$ cat src/rtl/fifo_1r1w_stream_adapter.sv
// fifo_1r1w_stream_adapter
//   Sits after a fifo_1r1w with a 1-cycle read latency and presents a
//   valid/ready stream. Pops are issued against buffer credit. Returning data
//   is either bypassed straight to the output or parked in a small circular
//   skid buffer. This sustains one word per cycle with no combinational path
//   from i_ready to o_fifo_pop.
//
// Ports
//   i_clk, i_rst_n : clock, synchronous active-low reset
//   o_fifo_pop     : pop request to the FIFO
//   i_fifo_empty   : FIFO empty flag
//   i_fifo_rdata   : FIFO read data, valid the cycle after a pop
//   i_flush        : discard all buffered and in-flight words
//   o_valid/i_ready/o_data : output stream
//   o_occupancy    : words held in the skid buffer (in-flight word excluded)
module fifo_1r1w_stream_adapter #(
  parameter int unsigned DWIDTH     = 32,
  parameter int unsigned SKID_DEPTH = 2
) (
  input  logic                              i_clk,
  input  logic                              i_rst_n,
  output logic                              o_fifo_pop,
  input  logic                              i_fifo_empty,
  input  logic [DWIDTH-1:0]                 i_fifo_rdata,
  input  logic                              i_flush,
  output logic                              o_valid,
  input  logic                              i_ready,
  output logic [DWIDTH-1:0]                 o_data,
  output logic [$clog2(SKID_DEPTH+1)-1:0]   o_occupancy
);

  localparam int unsigned OCCW = $clog2(SKID_DEPTH + 1);
  localparam int unsigned IDXW = (SKID_DEPTH > 1) ? $clog2(SKID_DEPTH) : 1;

  logic              r_up;        // low during reset and the first cycle after it
  logic              r_inflight;
  logic [OCCW-1:0]   r_occ;
  logic [IDXW-1:0]   r_head;
  logic [IDXW-1:0]   r_tail;
  logic [DWIDTH-1:0] r_buf [SKID_DEPTH];

  logic              w_occ_nz;
  logic [OCCW:0]     w_pend;
  logic              w_credit;
  logic              w_pop;
  logic              w_valid;
  logic              w_fire;
  logic              w_wr;
  logic              w_rd;
  logic              w_inflight_nxt;
  logic [OCCW-1:0]   w_occ_nxt;
  logic [IDXW-1:0]   w_head_nxt;
  logic [IDXW-1:0]   w_tail_nxt;

  // Circular index increment; wraps by compare so any depth works.
  function automatic logic [IDXW-1:0] f_inc(input logic [IDXW-1:0] idx);
    return (idx == IDXW'(SKID_DEPTH - 1)) ? '0 : idx + IDXW'(1);
  endfunction

  // Pop only against credit: buffered plus in-flight must leave a free slot.
  assign w_occ_nz = (r_occ != '0);
  assign w_pend   = {1'b0, r_occ} + {{OCCW{1'b0}}, r_inflight};
  assign w_credit = (w_pend < (OCCW+1)'(SKID_DEPTH));
  assign w_pop    = i_rst_n & r_up & ~i_fifo_empty & ~i_flush & w_credit;

  // Output select: oldest buffered word, else bypass the arriving word.
  assign w_valid  = i_rst_n & (w_occ_nz | r_inflight);
  assign w_fire   = w_valid & i_ready;
  assign w_wr     = r_inflight & ~(~w_occ_nz & w_fire);
  assign w_rd     = w_occ_nz & w_fire;

  assign o_fifo_pop  = w_pop;
  assign o_valid     = w_valid;
  assign o_data      = w_occ_nz ? r_buf[r_head] : i_fifo_rdata;
  assign o_occupancy = i_rst_n ? r_occ : '0;

  // Next-state computation; flush empties everything and drops the arrival.
  always_comb begin
    w_inflight_nxt = w_pop;
    w_occ_nxt      = r_occ + OCCW'(w_wr) - OCCW'(w_rd);
    w_head_nxt     = r_head;
    w_tail_nxt     = r_tail;
    if (w_rd) w_head_nxt = f_inc(r_head);
    if (w_wr) w_tail_nxt = f_inc(r_tail);
    if (i_flush) begin
      w_inflight_nxt = 1'b0;
      w_occ_nxt      = '0;
      w_head_nxt     = '0;
      w_tail_nxt     = '0;
    end
  end

  // State registers.
  always_ff @(posedge i_clk) begin
    if (!i_rst_n) begin
      r_up       <= 1'b0;
      r_inflight <= 1'b0;
      r_occ      <= '0;
      r_head     <= '0;
      r_tail     <= '0;
    end else begin
      r_up       <= 1'b1;
      r_inflight <= w_inflight_nxt;
      r_occ      <= w_occ_nxt;
      r_head     <= w_head_nxt;
      r_tail     <= w_tail_nxt;
    end
  end

  // Skid storage; contents need no reset since occ gates their use.
  always_ff @(posedge i_clk) begin
    if (i_rst_n && !i_flush && w_wr) r_buf[r_tail] <= i_fifo_rdata;
  end

`ifdef SIMULATION
  logic              r_chk_hold;
  logic [DWIDTH-1:0] r_chk_data;

  // Protocol sanity: legal pops, bounded occupancy, stable output under stall.
  always_ff @(posedge i_clk) begin
    r_chk_hold <= i_rst_n & w_valid & ~i_ready & ~i_flush;
    r_chk_data <= o_data;
    if (i_rst_n) begin
      assert (!(o_fifo_pop && i_fifo_empty)) else $error("pop while fifo empty");
      assert (r_occ <= OCCW'(SKID_DEPTH)) else $error("skid occupancy overflow");
      if (r_chk_hold) begin
        assert (w_valid && (o_data == r_chk_data)) else $error("output changed under backpressure");
      end
    end
  end
`endif

endmodule

$ cat config.mk
export PLATFORM = sky130hd
export DESIGN_NAME = fifo_1r1w_stream_adapter
export DESIGN_NICKNAME = d
export VERILOG_FILES = /design/src/rtl/fifo_1r1w_stream_adapter.sv
export SDC_FILE = /design/constraint.sdc
export NUM_CORES = 1
export LEC_CHECK = 0
export BUFFER_PORTS_ARGS = -buffer_cell sky130_fd_sc_hd__buf_2
export CAP_MARGIN = 30
export CORE_ASPECT_RATIO = 1.75
export CORE_MARGIN = 10
export CORE_UTILIZATION = 30
export CTS_BUF_LIST = sky130_fd_sc_hd__clkbuf_4 sky130_fd_sc_hd__clkbuf_8
export DETAILED_ROUTE_END_ITERATION = 6
export GPL_TIMING_DRIVEN = 0
export HOLD_SLACK_MARGIN = 0.03
export PLACE_DENSITY_LB_ADDON = 0.25
export SYNTH_ARGS = -nofsm -noshare
export SYNTH_HDL_FRONTEND = slang
export SYNTH_SLANG_ARGS = --single-unit
$ cat constraint.sdc
create_clock -name i_clk -period 7.27 [get_ports i_clk]
set_clock_uncertainty 0.05 [all_clocks]
set_input_delay 2.181 -clock i_clk [delete_from_list [all_inputs] [get_ports i_clk]]
set_output_delay 2.181 -clock i_clk [all_outputs]
set_load 0.005 [all_outputs]
==> results.ini <==
[yosys]
yosysSeqAreaShare_pct = 69.9
synth-main-ff-cell = edfxtp_1
yosysTopAreaCellShare_pct = 65.2
yosysUniqueCellTypes = 26
synth-seq-cells = 71
synth_nets = 247
synthArstFlopShare_pct = 0
synth_common_cells = 64 x edfxtp_1, 34 x nand2_1, 32 x mux2i_1, 32 x o21ai_0, 7 x dfxtp_1
ys_warn_count = 0
synth_area_leaders = edfxtp_1 65%, mux2i_1 11%, o21ai_0 5.4%
synth-edff-count = 64
synth_cells = 208
yosysTopAreaCell = edfxtp_1
yosysMostFrequentCell = edfxtp_1
avgSynthCellArea_um2 = 14.2
synth_area_um2 = 2950

[place]
dp_slack_ns = 2.07
port-buffer-count = 72
dp_hpwl_um = 4890
gp_congestion = 0.704

[critical_path]
worst-setup-path-type = in -> out
startpoint_type = input pin
r2r_end = r_buf[1][29]$_DFFE_PP_
rrSetupSlack_ns = 5.13
endpoint_kind = output pin
cp_max_fo = 7
cp.required_ns = 5.04
reg2reg_from = r_occ[1]$_SDFF_PP0_
worst_r2r_path_depth = 4
crit_arrival_ns = 2.96

[sta]
min_period_ns = 5.19
drv_slew = 0
finalSetupViolCount = 0
slew_headroom_pct = 37.4
finalHoldViolCount = 0
setup-tns-final_ns = 0
layout_setup_ws_ns = 2.08
min_period_over_period_pct = 71.4
max_freq_ghz = 0.193
worst_pin_slew_ns = 0.938
rsz0062_at_grt = no

[outcome]
status = finished clean

[grt]
grt_usage_pct = 10.0
antenna_found_initial = 0
grt_start_max_net_pins = 33
grt_pass1_wl_um = 10800
gr-total-overflow = 0
grt_pass1_vias = 2087

[routing]
viasPerCell = 4.51
avgRoutedWirePerCell_um = 16.5
dr.pass1.iters = 4
drc_errors = 0
vias = 1894
drtIter0Drc = 88
routed_wl_um = 6920
ant_nets = 0

[power_and_ir_drop]
vdd_drop_max_mv = 0.124
p_leak_uw = 0.00140
power.density_nw_per_um2 = 214

[floorplanning]
dieWidth_um = 94.9
rows = 47
ios = 73
start_util_pct = 30.9
die_y_um = 151
core_um2 = 9530
die_area_um2 = 14300

[cts]
cts-root-buf = clkbuf_8
cts_buffer_depth = 2
cts_inserted_buffers = 9
clk_latency_ns = 0.34
clk_pin_slew_ns = 0.07
holdBufCountCts = 0
htree_levels = 3
postCtsSetupBuffers = 0
clock-sinks = 71
tritoncts = done
cts_resized = 0

[finish]
layout-drive-gt1-share_pct = 34.6
post-route-util_pct = 38.5
nNetsFinal = 332
area_growth_pct = 24.5
diodes = 0

[hold_path]
min-delay-start = r_tail$_SDFFE_PP0P_
whs_path_depth = 2
hold_path_end = r_tail$_SDFFE_PP0P_
hold_class = reg -> reg

[run]
drv_cap = 0

-- how the worst max path moves through the flow --
stage,start,end,slack (ns),cells after the start
2_1_floorplan,i_rst_n,o_fifo_pop,2.45,2
3_3_place_gp,i_rst_n,o_fifo_pop,2.08,4
3_5_place_dp,i_rst_n,o_fifo_pop,2.07,4
4_1_cts,i_rst_n,o_fifo_pop,2.06,4
5_1_grt,i_rst_n,o_fifo_pop,2.01,4
6_report,i_rst_n,o_fifo_pop,2.08,4
-- per-stage QoR --
stage / hold slack [ns] / area (µm²) / total power [µW] / cells
floorplan: 0.421 / 2950 / 471 / 208
global placement: 0.430 / 3460 / 500 / 402
detailed placement: 0.443 / 3480 / 501 / 404
CTS: 0.461 / 3670 / 799 / 420
global route: 0.475 / 3670 / 817 / 420
finish: 0.456 / 3670 / 785 / 420
-- area by class of cell --
| class | count | area (µm²) |
|---|---|---|
| Fill cell | 998 | 5860 |
| Buffer | 11 | 71.3 |
| Multi-Input combinational cell | 124 | 808 |
| Clock inverter | 1 | 5.00 |
| Tap cell | 122 | 153 |
| Inverter | 2 | 7.51 |
| Timing Repair Buffer | 74 | 383 |
| Clock buffer | 15 | 181 |
| Sequential cell | 71 | 2060 |
-- logic make-up after synthesis --
family	Yosys count	synth area share (%)
AO/OA/AOI/OAI	39	7.56
XOR/XNOR	3	0.892
adder cells (fa/ha/maj)	2	0.849
buffers and inverters	13	2.67
flip-flops	71	69.9
multiplexers	32	10.9
AND/OR/NAND/NOR	48	7.22
-- critical path, stage by stage --
cell     delay (ns)
buf_2          0.13
nor2b_1        0.29
and4b_1        0.24
buf_2          0.11
-- state kept, by name, indices dropped and copies added (netlist names), named ones only --
register and cells:
r_buf 64, r_occ 2, r_head 1, r_inflight 1
r_tail 1, r_up 1
-- per-layer routing --
metal	global-route usage (%)	wire, µm	vias to the layer above
li1	-	-	935
met1	10.2	2540	903
met2	17.4	3810	45
met3	3.82	435	11
met4	4.96	138	0
met5	0	0	-
-- placed cells by master, fill, tap and decap left out, drive strengths merged --
cell and count:
a2111oi 1, ha 2, nor2b 1, xnor2 1, xor2 2, buf 83, inv 2, a21boi 1
o21bai 1, dfxtp 7, mux2i 32, o21ai 34, edfxtp 64, a21oi 2, clkinv 1, nand2b 1
or2 1, clkbuf 17, and2 3, and3 1, nand2 34, nor2 5, and4b 2
-- where the power goes --
part | switching, µW | internal [µW]
clock | 136 | 158
sequential | 0.581 | 445
combinational | 24.1 | 20.9
(Power assumes the default switching activity.)
